===== src/rtl/mcu51_fetch_pkg.sv =====
// Shared constants for the MCU51 instruction-fetch stage: jump source codes,
// reset values and PC_CON bit positions.
package mcu51_fetch_pkg;

  localparam logic [1:0] JMP_ABS11  = 2'b00;
  localparam logic [1:0] JMP_LONG16 = 2'b01;
  localparam logic [1:0] JMP_IND    = 2'b10;
  localparam logic [1:0] JMP_RSVD   = 2'b11;

  localparam logic [7:0]  NOP_OPCODE   = 8'h00;
  localparam logic [15:0] RESET_VECTOR = 16'h0000;

  // PC_CON = {PC_en, Jump_flag, PC_add_rel}
  localparam int PC_EN_BIT   = 2;
  localparam int JUMP_BIT    = 1;
  localparam int ADD_REL_BIT = 0;

endpackage


===== src/rtl/fetch_pc_next.sv =====
// Combinational next-PC select: increment, relative branch or absolute jump.
// Holds the PC when PC_en is low or the jump source is reserved.
module fetch_pc_next
  import mcu51_fetch_pkg::*;
(
  input  logic [15:0] pc,
  input  logic [2:0]  pc_con,
  input  logic [1:0]  jmp_sel,
  input  logic [7:0]  ir,
  input  logic [7:0]  direct,
  input  logic [7:0]  rel,
  input  logic [7:0]  code_data,
  input  logic [15:0] jump_target,
  output logic [15:0] pc_next,
  output logic        wrap
);

  always_comb begin
    pc_next = pc;
    wrap    = 1'b0;
    if (pc_con[PC_EN_BIT]) begin
      if (!pc_con[JUMP_BIT]) begin
        pc_next = pc + 16'd1;
        wrap    = (pc == 16'hFFFF);
      end else if (pc_con[ADD_REL_BIT]) begin
        pc_next = pc + {{8{rel[7]}}, rel};
      end else begin
        case (jmp_sel)
          JMP_ABS11:  pc_next = {pc[15:11], ir[7:5], direct};
          JMP_LONG16: pc_next = {direct, code_data};
          JMP_IND:    pc_next = jump_target;
          default:    pc_next = pc;
        endcase
      end
    end
  end

endmodule


===== src/rtl/fetch_unit.sv =====
// MCU51 fetch stage: program counter, code address and the opcode/operand
// latches that feed CU, plus sticky wrap and fetch-error flags.
module fetch_unit
  import mcu51_fetch_pkg::*;
#(
  parameter logic [15:0] RESET_VECTOR = mcu51_fetch_pkg::RESET_VECTOR,
  parameter logic [7:0]  NOP_OPCODE   = mcu51_fetch_pkg::NOP_OPCODE
) (
  input  logic        clk,
  input  logic        reset,
  input  logic [2:0]  PC_CON,
  input  logic [1:0]  jmp_sel,
  input  logic [15:0] jump_target,
  input  logic        CODE_CS,
  input  logic        IR_en,
  input  logic        direct_en,
  input  logic        rel_en,
  input  logic        bit_en,
  input  logic [7:0]  code_data,
  output logic [15:0] code_addr,
  output logic [7:0]  IR,
  output logic [7:0]  direct,
  output logic [7:0]  rel,
  output logic [7:0]  bit_addr,
  output logic [15:0] inst_pc,
  output logic [1:0]  byte_idx,
  output logic        pc_wrap,
  output logic        fetch_err
);

  logic [15:0] pc, pc_next;
  logic        wrap_now;
  logic        op_en, any_en;

  assign code_addr = pc;
  assign op_en     = direct_en | rel_en | bit_en;
  assign any_en    = IR_en | op_en;

  fetch_pc_next u_pc_next (
    .pc          (pc),
    .pc_con      (PC_CON),
    .jmp_sel     (jmp_sel),
    .ir          (IR),
    .direct      (direct),
    .rel         (rel),
    .code_data   (code_data),
    .jump_target (jump_target),
    .pc_next     (pc_next),
    .wrap        (wrap_now)
  );

  always_ff @(posedge clk) begin
    if (reset) begin
      pc        <= RESET_VECTOR;
      IR        <= NOP_OPCODE;
      direct    <= 8'h00;
      rel       <= 8'h00;
      bit_addr  <= 8'h00;
      inst_pc   <= 16'h0000;
      byte_idx  <= 2'd0;
      pc_wrap   <= 1'b0;
      fetch_err <= 1'b0;
    end else begin
      pc <= pc_next;
      if (wrap_now) pc_wrap <= 1'b1;
      if (any_en && !CODE_CS) fetch_err <= 1'b1;
      // An opcode fetch starts a new instruction, so it overrides operand latches.
      if (CODE_CS && IR_en) begin
        IR       <= code_data;
        inst_pc  <= pc;
        byte_idx <= 2'd1;
      end else if (CODE_CS && op_en) begin
        if (direct_en) direct   <= code_data;
        if (rel_en)    rel      <= code_data;
        if (bit_en)    bit_addr <= code_data;
        byte_idx <= (byte_idx == 2'd3) ? 2'd3 : byte_idx + 2'd1;
      end
    end
  end

endmodule


===== config.mk =====
export PLATFORM = sky130hd
export DESIGN_NAME = fetch_unit
export DESIGN_NICKNAME = d
export VERILOG_FILES = /design/src/rtl/mcu51_fetch_pkg.sv /design/src/rtl/fetch_pc_next.sv /design/src/rtl/fetch_unit.sv
export SDC_FILE = /design/constraint.sdc
export NUM_CORES = 1
export LEC_CHECK = 0
export ABC_AREA = 0
export CELL_PAD_IN_SITES_DETAIL_PLACEMENT = 1
export CELL_PAD_IN_SITES_GLOBAL_PLACEMENT = 1
export CORE_ASPECT_RATIO = 1.4
export CORE_MARGIN = 5
export CORE_UTILIZATION = 36
export CTS_BUF_LIST = sky130_fd_sc_hd__clkbuf_8
export DETAILED_ROUTE_END_ITERATION = 12
export GPL_TIMING_DRIVEN = 0
export HOLD_SLACK_MARGIN = 0.03
export PLACE_DENSITY = 0.9
export REMOVE_ABC_BUFFERS = 1
export SYNTH_ARGS = -nofsm -noshare
export SYNTH_HDL_FRONTEND = slang
export SYNTH_SLANG_ARGS = --single-unit

===== constraint.sdc =====
create_clock -name clk -period 2.5 [get_ports clk]
set_input_delay 0.375 -clock clk [delete_from_list [all_inputs] [get_ports clk]]
set_output_delay 0.375 -clock clk [all_outputs]
set_load 0.1 [all_outputs]

==> flow_summary.json, run 1 <==
{
  "initial_core_util_pct": 36.8,
  "worst_setup_path_endpoint": "code_addr[11]",
  "placeableCoreArea_mm2": 0.0109,
  "placementRows": 45,
  "hold_class": "reg2reg",
  "power_leakage_nw": 2.01,
  "ys_warn_count": 0,
  "drt-vias-per-instance": 5.85,
  "critical_path.reg2reg.startpoint": "rel[7]",
  "grt_remaining_overflow": 0,
  "synth_top_family_by_area": "compound AO/OA/AOI/OAI gates",
  "final.min_clock_period_ps": 2460,
  "clock_latency_on_the_worst_skew_pair_ps": 370,
  "design.die.area_mm2": 0.0133,
  "rr_endpoint": "code_addr[11]",
  "power-per-cell-area_mw_per_mm2": 563,
  "post_synth_num_cell_types": 56,
  "synth_seq_cells": 68,
  "ys_async_sr_fraction_pct": 0,
  "inserted_diodes": 0,
  "end_kind": "flip-flop",
  "clkSlewWorstSetupHoldPaths_ps": 70,
  "multi_input_comb_area_mm2": 0.00251,
  "detail_route.wl_per_cell_um": 20.5,
  "dr.pass1.iters": 4,
  "synth_cells": 538,
  "clock_tree.buffer_depth": 2,
  "final_nets": 677,
  "hold_viol": 0,
  "hold_slack_ps": 453,
  "min_period_over_period_pct": 98.2,
  "timing.critical_path.required_ps": 2810,
  "reg2reg_depth": 7,
  "hold_buf_count_cts": 0,
  "synth_area_per_cell_um2": 7.42,
  "synth_xor_area_share_pct": 1.97,
  "run_status": "complete, no violations",
  "post_synth_edffs": 0,
  "syn2layout_area_growth_pct": 34.7,
  "postLayoutCellArea_mm2": 0.00538,
  "dominantRegCellSynth": "sky130_fd_sc_hd__dfxtp_1",
  "antenna_found_initial": 0,
  "sequential_cell_area_mm2": 0.00137,
  "finish.utilization_pct": 49.5,
  "setup_viol": 0,
  "dieHeight_um": 135,
  "final.fill_count": 1343,
  "power_switching_w": 0.00107,
  "pwr-share-clk_pct": 34.9,
  "worst_ir_drop_vdd_mv": 0.309,
  "power_report.internal_total_w": 0.00196,
  "most-common-layout-cells": "95 x sky130_fd_sc_hd__nand2_1, 91 x sky130_fd_sc_hd__clkdlybuf4s50_1, 77 x sky130_fd_sc_hd__a21oi_1",
  "finClkSkew_ps": 7.64,
  "setup.reg_to_reg.worst_slack_ps": 40,
  "cts-root-buf": "sky130_fd_sc_hd__clkbuf_8",
  "switching_share_pct": 35.4,
  "power.share.sequential_pct": 39.0,
  "detail_route.wirelength_um": 15700,
  "tritoncts_clock_tree": "built",
  "grtUsageMet1_pct": 25.9,
  "layout.cells.most_common": "sky130_fd_sc_hd__nand2_1",
  "crit_path_max_fanout": 14,
  "worstSetupStartpoint": "rel[7]",
  "gr-usage-met2_pct": 42.2,
  "drv_slew": 0,
  "tritoncts.num_buffers": 9,
  "worst-slew-pin-transition_ps": 1130,
  "routabilityCongestion": 0.967,
  "setup.worst_path.class": "reg2reg",
  "grt_max_degree": 40,
  "drc": 0,
  "global_route.usage.met3_pct": 5.17,
  "yosysSeqAreaShare_pct": 34.1,
  "first_global_vias": 4881,
  "htreeDepth": 3,
  "die_w_um": 99.0,
  "first_iter_violations": 209,
  "cap_violations": 0,
  "cts_post_setup_buffers_inserted": 0,
  "synth-simple-area-share_pct": 23.8,
  "max-slew-margin-rel_pct": 24.5,
  "arrival_ps": 2770,
  "synth_area_mm2": 0.00399,
  "cts_num_sinks": 68,
  "area_fraction_in_compound_gates_after_synthesis_pct": 28.7,
  "groute.usage.overall_pct": 23.6,
  "fmax_mhz": 407,
  "multiplexer_area_fraction_after_synthesis_pct": 0.783,
  "dpl_cell_area_mm2": 0.00511,
  "grt_first_pass_wirelength_um": 25200,
  "vias": 4479,
  "drt.antenna.violating_nets": 0,
  "top_level_ports": 104,
  "layout-drive-gt1-share_pct": 5.92,
  "buffer_ports.inserted": 103,
  "place.detailed.hpwl_um": 11700,
  "busiest_layer": "met2",
  "critical_path.startpoint_type": "flip-flop",
  "pwr-share-comb_pct": 26.2,
  "arithmetic_cell_share_of_the_synthesized_area_counting_full_adders_half_adders_and_majority_gates_pct": 6.45
}
-- worst max-delay path, cell delays in order, from the launching register on --
cell and delay (ps):
sky130_fd_sc_hd__dfxtp_4 410, sky130_fd_sc_hd__ha_1 440, sky130_fd_sc_hd__nand4_1 180, sky130_fd_sc_hd__nor3_1 500, sky130_fd_sc_hd__nor2_1 140, sky130_fd_sc_hd__o21bai_1 230, sky130_fd_sc_hd__mux2i_1 270, sky130_fd_sc_hd__o221a_2 210
-- cell type report --
type                    count  share of cell area, %
multi-input cells         427                   46.6
flip-flops and latches     68                   25.4
repair buffers            106                   19.9
well taps                 141                   3.28
clock buffers              11                   2.81
clock inverters             4                   1.35
inverters                   9                  0.628
-- power groups by stage --
stage | Combinational (W) | Clock (W) | Sequential [W]
after detailed placement | 0.000785 | 0 | 0.00120
after floorplan | 0.000217 | 0 | 0.00148
after CTS | 0.000787 | 0.00108 | 0.00118
after global routing | 0.000835 | 0.00112 | 0.00119
final | 0.000792 | 0.00106 | 0.00118
after global placement | 0.000758 | 0 | 0.00120
-- kinds of logic after synthesis --
logic type,Yosys count
AND/OR/NAND/NOR,211
multiplexers,3
flip-flops,68
adder cells (fa/ha/maj),20
AO/OA/AOI/OAI,184
buffers and inverters,43
XOR/XNOR,9
-- synth_stat cells, types with 3 or more instances --
master / n / area share [%]
sky130_fd_sc_hd__nor2_1: 41 / 3.9
sky130_fd_sc_hd__o221a_2: 3 / 0.85
sky130_fd_sc_hd__a21o_1: 6 / 1.1
sky130_fd_sc_hd__or4_1: 3 / 0.56
sky130_fd_sc_hd__o31ai_1: 3 / 0.56
sky130_fd_sc_hd__a22oi_1: 17 / 3.2
sky130_fd_sc_hd__nand3_1: 35 / 4.4
sky130_fd_sc_hd__nor3_1: 7 / 0.88
sky130_fd_sc_hd__o211ai_1: 3 / 0.56
sky130_fd_sc_hd__nor2b_1: 3 / 0.47
sky130_fd_sc_hd__buf_1: 4 / 0.38
sky130_fd_sc_hd__o21a_1: 6 / 1.1
sky130_fd_sc_hd__inv_1: 8 / 0.75
sky130_fd_sc_hd__nand2b_1: 3 / 0.47
sky130_fd_sc_hd__a21oi_1: 77 / 9.6
sky130_fd_sc_hd__and4_1: 3 / 0.66
sky130_fd_sc_hd__o21ai_0: 23 / 2.9
sky130_fd_sc_hd__nand2_1: 95 / 8.9
sky130_fd_sc_hd__and3_1: 4 / 0.63
sky130_fd_sc_hd__a211oi_1: 11 / 2.1
sky130_fd_sc_hd__a31oi_1: 13 / 2.0
sky130_fd_sc_hd__nand4_1: 7 / 1.1
sky130_fd_sc_hd__ha_1: 19 / 6.0
sky130_fd_sc_hd__xnor2_1: 4 / 0.88
sky130_fd_sc_hd__xor2_1: 5 / 1.1
sky130_fd_sc_hd__o221ai_1: 3 / 0.66
sky130_fd_sc_hd__buf_2: 3 / 0.38
sky130_fd_sc_hd__dfxtp_1: 68 / 34
sky130_fd_sc_hd__clkbuf_1: 26 / 2.4
-- sequential cells by signal, indices dropped and copies added (netlist names) --
register	count
IR	8
bit_addr	8
byte_idx	2
code_addr	16
direct	8
fetch_err	1
inst_pc	16
pc_wrap	1
rel	8
-- timing repair --
action                                  4_1_cts  5_1_grt
endpoints found under the setup margin       20       21
pin swaps                                     0        0
resized for setup                             9       17
-- per-stage QoR --
stage                     TNS (ps)  cells  total power (W)  setup WS, ps
after floorplan              -1760    504          0.00170          -496
after global placement      -52780    748          0.00196         -1680
after detailed placement     -9540    751          0.00199         -1000
after CTS                     -133    766          0.00304          -120
after global routing         -83.3    766          0.00315         -83.3
final                            0    766          0.00303          44.1
-- worst min-delay path by stage --
| stage | endpoint | depth (start not counted) | startpoint | slack, ps |
|---|---|---|---|---|
| 4_1_cts | inst_pc[7] | 2 | inst_pc[7] | 460 |
| 2_1_floorplan | IR[0] | 1 | reset | 440 |
| 3_5_place_dp | inst_pc[7] | 2 | inst_pc[7] | 450 |
| 6_report | inst_pc[7] | 2 | inst_pc[7] | 450 |
| 5_1_grt | inst_pc[0] | 2 | inst_pc[0] | 490 |
| 3_3_place_gp | inst_pc[12] | 2 | inst_pc[12] | 440 |
-- layer usage --
layer	up-vias	routed length [um]
li1	2132	-
met1	2145	6120
met2	164	8140
met3	38	884
met4	0	573
met5	-	0
(Power assumes the default switching activity.)
==> run 2: changes to the inputs <==
- clock period: 2.5 -> 2.65 ns (I/O delays scaled with it)
==> run 2 against run 1 <==
Power decreased by 5.7%. Cell area decreased by 0.60%. Register-to-register slack improved by 130 ps. Global-route usage about the same. Combinational power decreased by 5.7%. Critical path depth decreased by 6. Sequential share of layout area increased by 0.061 points. Die area unchanged. Hold slack about the same. Sequential cell count unchanged. Non-clock buffer count unchanged. Worst setup slack improved by 60 ps. Largest cell class unchanged.
==> flow_summary.json, run 2 (synthesis gave the netlist of run 1 again) <==
{
  "pwr-share-clk_pct": 34.8,
  "syn2layout_area_growth_pct": 33.9,
  "top_level_ports": 104,
  "final_cells": 766,
  "placementRows": 45,
  "crit_path_leading_delay_family": "buffers and inverters",
  "htreeDepth": 3,
  "setup_viol": 0,
  "finClkSkew_ps": 7.78,
  "cap_violations": 0,
  "timing.critical_path.required_ps": 2250,
  "hold_start": "inst_pc[7]",
  "inserted_diodes": 0,
  "buffer_ports.inserted": 103,
  "grt_first_pass_wirelength_um": 25200,
  "cts_num_sinks": 68,
  "dpl_cell_area_mm2": 0.00511,
  "first_iter_violations": 200,
  "hold_viol": 0,
  "setup.worst_path.class": "reg2out",
  "drt.antenna.violating_nets": 0,
  "run_status": "complete, no violations",
  "drc": 0,
  "final.min_clock_period_ps": 2550,
  "worst-slew-pin-transition_ps": 1160,
  "switching_share_pct": 35.3,
  "power_report.internal_total_w": 0.00185,
  "die_w_um": 99.0,
  "timing.hold.worst_path_depth": 2,
  "first_global_vias": 4884,
  "fmax_mhz": 393,
  "power-per-cell-area_mw_per_mm2": 534,
  "cp.buffers_inverters": 1,
  "clock_latency_on_the_worst_skew_pair_ps": 370,
  "critical_path.reg2reg.startpoint": "rel[7]",
  "vias": 4495,
  "arrival_ps": 2150,
  "grt_remaining_overflow": 0,
  "tritoncts_clock_tree": "built",
  "tritoncts.num_buffers": 9,
  "detail_route.wl_per_cell_um": 20.5,
  "reg2reg_depth": 6,
  "setup_repair_after_global_routing_missed_its_margin": "no",
  "place.detailed.hpwl_um": 11700,
  "end_kind": "primary output",
  "place_inst": 751,
  "critical_path.startpoint_type": "flip-flop",
  "cts-root-buf": "sky130_fd_sc_hd__clkbuf_8",
  "layout-drive-gt1-share_pct": 5.44,
  "worst_ir_drop_vdd_mv": 0.289,
  "crit_path_max_fanout": 9,
  "cts_post_setup_buffers_inserted": 0,
  "power.share.sequential_pct": 39.0,
  "initial_core_util_pct": 36.8,
  "worstPathCellList": "clkdlybuf4s50_1",
  "cpPeakStageDelay_ps": 1210,
  "cp_slowest_cell": "sky130_fd_sc_hd__clkdlybuf4s50_1",
  "power_leakage_nw": 1.90,
  "timing.hold.worst_endpoint": "inst_pc[7]",
  "groute.usage.overall_pct": 23.6,
  "clock_tree.buffer_depth": 2,
  "detail_route.wirelength_um": 15700,
  "dieHeight_um": 135,
  "pre_cts_slack_ps": -874,
  "most-common-layout-cells": "99 x sky130_fd_sc_hd__clkdlybuf4s50_1, 95 x sky130_fd_sc_hd__nand2_1, 77 x sky130_fd_sc_hd__a21oi_1",
  "postLayoutCellArea_mm2": 0.00535,
  "clkSlewWorstSetupHoldPaths_ps": 70,
  "worstSetupStartpoint": "code_addr[9]",
  "final_nets": 677,
  "hold_buf_count_cts": 0,
  "power_switching_w": 0.00101,
  "routabilityCongestion": 0.967,
  "grt_max_degree": 40,
  "dr.pass1.iters": 4,
  "max-slew-margin-rel_pct": 22.8,
  "hold_class": "reg2reg",
  "drv_slew": 0,
  "drt-vias-per-instance": 5.87,
  "placeableCoreArea_mm2": 0.0109,
  "min_period_over_period_pct": 96.1,
  "setup.reg_to_reg.worst_slack_ps": 170,
  "pwr-share-comb_pct": 26.2,
  "final.setup.worst_slack_ps": 104,
  "rr_endpoint": "code_addr[12]",
  "design.die.area_mm2": 0.0133,
  "antenna_found_initial": 0,
  "layout.cells.most_common": "sky130_fd_sc_hd__clkdlybuf4s50_1"
}
## run 2: cell type report
cell class / count / area [um2]
flip-flops and latches: 68 / 1360
clock inverters: 4 / 72.6
multi-input cells: 427 / 2490
repair buffers: 106 / 1060
fillers: 1348 / 5520
clock buffers: 11 / 151
inverters: 9 / 33.8
well taps: 141 / 176
## run 2: timing repair
item	4_1_cts	5_1_grt
setup endpoints to repair	15	8
resized for setup	5	7
endpoints found under the hold margin	0	0
## run 2: worst max path at each step
| stage | end | slack [ps] | cells past startpoint |
|---|---|---|---|
| final | code_addr[9] | 100 | 1 |
| after global routing | code_addr[12] | 60 | 6 |
| after CTS | code_addr[7] | 8 | 7 |
| after detailed placement | code_addr[7] | -870 | 7 |
| after global placement | code_addr[4] | -1550 | 5 |
| after floorplan | code_addr[12] | -350 | 6 |
## run 2: metrics by stage
stage | hold WS [ps] | utilization, % | power, W | setup TNS [ps]
after global placement | 442 | 46.6 | 0.00185 | -44110
after global routing | 491 | 49.2 | 0.00296 | 0
final | 453 | 49.2 | 0.00286 | 0
after CTS | 458 | 49.1 | 0.00287 | 0
after detailed placement | 448 | 47.1 | 0.00188 | -7410
after floorplan | 467 | - | 0.00160 | -852
## run 2: power by group through the flow
| stage | combinational, W | sequential (W) | clock (W) |
|---|---|---|---|
| 6_report | 0.000747 | 0.00111 | 0.000994 |
| 4_1_cts | 0.000744 | 0.00111 | 0.00102 |
| 2_1_floorplan | 0.000205 | 0.00140 | 0 |
| 3_3_place_gp | 0.000715 | 0.00113 | 0 |
| 3_5_place_dp | 0.000741 | 0.00114 | 0 |
| 5_1_grt | 0.000787 | 0.00112 | 0.00106 |
## run 2: routing by layer
metal,track usage (%),vias up,routed length [um]
met5,0,-,0
met4,12.0,0,578
met3,5.17,40,991
met2,42.2,160,8100
met1,25.9,2167,6010
li1,-,2128,-
==> run 3: changes to the inputs <==
- SLEW_MARGIN: not set -> 20
==> run 3 against run 2 <==
Sequential cell count stayed put. Cell area down 0.82%. Die area unchanged. Combinational power shrank 1%. Sequential share of layout area grew 0.21 points. Critical path depth unchanged. Non-clock buffer count fell by 1. Global-route usage shrank 0.86 points. Critical endpoint is now code_addr[5]. Largest power group unchanged. Highest routed layer unchanged.
==> flow_summary.json, run 3 (synthesis gave the netlist of run 1 again) <==
{
  "run_status": "complete, no violations",
  "drc": 0,
  "drt-vias-per-instance": 5.88,
  "arrival_ps": 2140,
  "first_global_vias": 4718,
  "cp.buffers_inverters": 1,
  "final_nets": 676,
  "end_kind": "primary output",
  "grt_remaining_overflow": 0,
  "tritoncts_clock_tree": "built",
  "hold_viol": 0,
  "finalSetupTns_ps": 0,
  "placementRows": 45,
  "placeableCoreArea_mm2": 0.0109,
  "grt_first_pass_wirelength_um": 24300,
  "clkSlewWorstSetupHoldPaths_ps": 70,
  "cap_violations": 0,
  "inserted_diodes": 0,
  "dieHeight_um": 135,
  "layout.cells.most_common": "sky130_fd_sc_hd__clkdlybuf4s50_1",
  "finClkSkew_ps": 11.1,
  "place.detailed.hpwl_um": 11300,
  "vias": 4505,
  "timing.critical_path.required_ps": 2250,
  "first_iter_violations": 227,
  "drt.antenna.violating_nets": 0,
  "grtUsageMet1_pct": 25.9,
  "groute.usage.overall_pct": 22.7,
  "layout-drive-gt1-share_pct": 5.44,
  "critical_path.startpoint_type": "flip-flop",
  "cp_slowest_cell": "sky130_fd_sc_hd__clkdlybuf4s50_1",
  "detail_route.wirelength_um": 15400,
  "dr.pass1.iters": 5,
  "final.fill_count": 1351,
  "max-slew-margin-rel_pct": 31.7,
  "fmax_mhz": 395,
  "global_route.usage.met3_pct": 4.34,
  "antenna_found_initial": 0,
  "gr-usage-met2_pct": 40.1,
  "clock_latency_on_the_worst_skew_pair_ps": 360,
  "syn2layout_area_growth_pct": 32.8,
  "grt_max_degree": 68,
  "worst-slew-pin-transition_ps": 1020,
  "initial_core_util_pct": 36.8,
  "final.min_clock_period_ps": 2530,
  "drv_slew": 0,
  "cts_num_sinks": 68,
  "worstPathCellList": "clkdlybuf4s50_1",
  "cpPeakStageDelay_ps": 1220,
  "crit_path_max_fanout": 10,
  "setup_viol": 0,
  "min_period_over_period_pct": 95.6,
  "clock_tree.buffer_depth": 2,
  "final_cells": 766,
  "routabilityCongestion": 0.967,
  "cts-root-buf": "sky130_fd_sc_hd__clkbuf_8",
  "setup_repair_after_global_routing_missed_its_margin": "no",
  "detail_route.wl_per_cell_um": 20.1,
  "worst_ir_drop_vdd_mv": 0.273,
  "power-per-cell-area_mw_per_mm2": 517,
  "power_leakage_nw": 1.88,
  "buffer_ports.inserted": 103,
  "top_level_ports": 104,
  "htreeDepth": 3,
  "design.die.area_mm2": 0.0133,
  "tritoncts.num_buffers": 9,
  "setup.worst_path.class": "reg2out",
  "most-common-layout-cells": "99 x sky130_fd_sc_hd__clkdlybuf4s50_1, 95 x sky130_fd_sc_hd__nand2_1, 77 x sky130_fd_sc_hd__a21oi_1",
  "die_w_um": 99.0,
  "place_inst": 750,
  "busiest_layer": "met2",
  "crit_path_leading_delay_family": "buffers and inverters",
  "hold_class": "reg2reg"
}
run 3: metrics by stage:
step / utilization [%] / cell area (um2) / hold slack, ps / power, W / setup slack, ps
after floorplan: - / 3860 / 467 / 0.00160 / -346
after global placement: 46.6 / 5070 / 442 / 0.00185 / -1550
after detailed placement: 46.8 / 5090 / 448 / 0.00187 / -890
after CTS: 48.7 / 5290 / 458 / 0.00276 / 12.5
after global routing: 48.8 / 5310 / 490 / 0.00285 / 49.9
final: 48.8 / 5310 / 453 / 0.00275 / 116
run 3: layer usage:
metal  share of wire [%]  vias up
met5                   0        -
met3                 5.5       38
li1                    -     2139
met2                  51      154
met1                  40     2174
met4                 3.5        0
run 3: final timing paths:
kind | slack (ps) | endpoint | from | depth (start not counted)
max | 120 | code_addr[5] | code_addr[5] | 1
min | 450 | inst_pc[7] | inst_pc[7] | 2
max reg2reg | 190 | code_addr[12] | rel[7] | 6
min reg2reg | 450 | inst_pc[7] | inst_pc[7] | 2
run 3: power breakdown:
part           switching, W  internal [W]  leakage (nW)
sequential        0.0000537       0.00106         0.554
clock              0.000434      0.000458        0.0959
combinational      0.000532      0.000208          1.23
run 3: worst min-delay path, stage by stage, from the launching register on:
cell and delay (ps):
sky130_fd_sc_hd__dfxtp_1 310, sky130_fd_sc_hd__nand2_1 50, sky130_fd_sc_hd__a21oi_1 50
run 3: final cells by class:
type                            instances  area, um2  area share [%]
Sequential cell                        68       1360            25.7
Tap cell                              141        176            3.33
Multi-Input combinational cell        427       2490            47.0
Timing Repair Buffer                  105       1040            19.6
Inverter                                9       33.8           0.637
Clock buffer                           10        138            2.59
Clock inverter                          6       65.1            1.23
run 3: timing repair:
item                       CTS  global route
setup endpoints to repair   15            11
setup buffers                0             0
hold buffers                 0             0
resized for setup            5             7
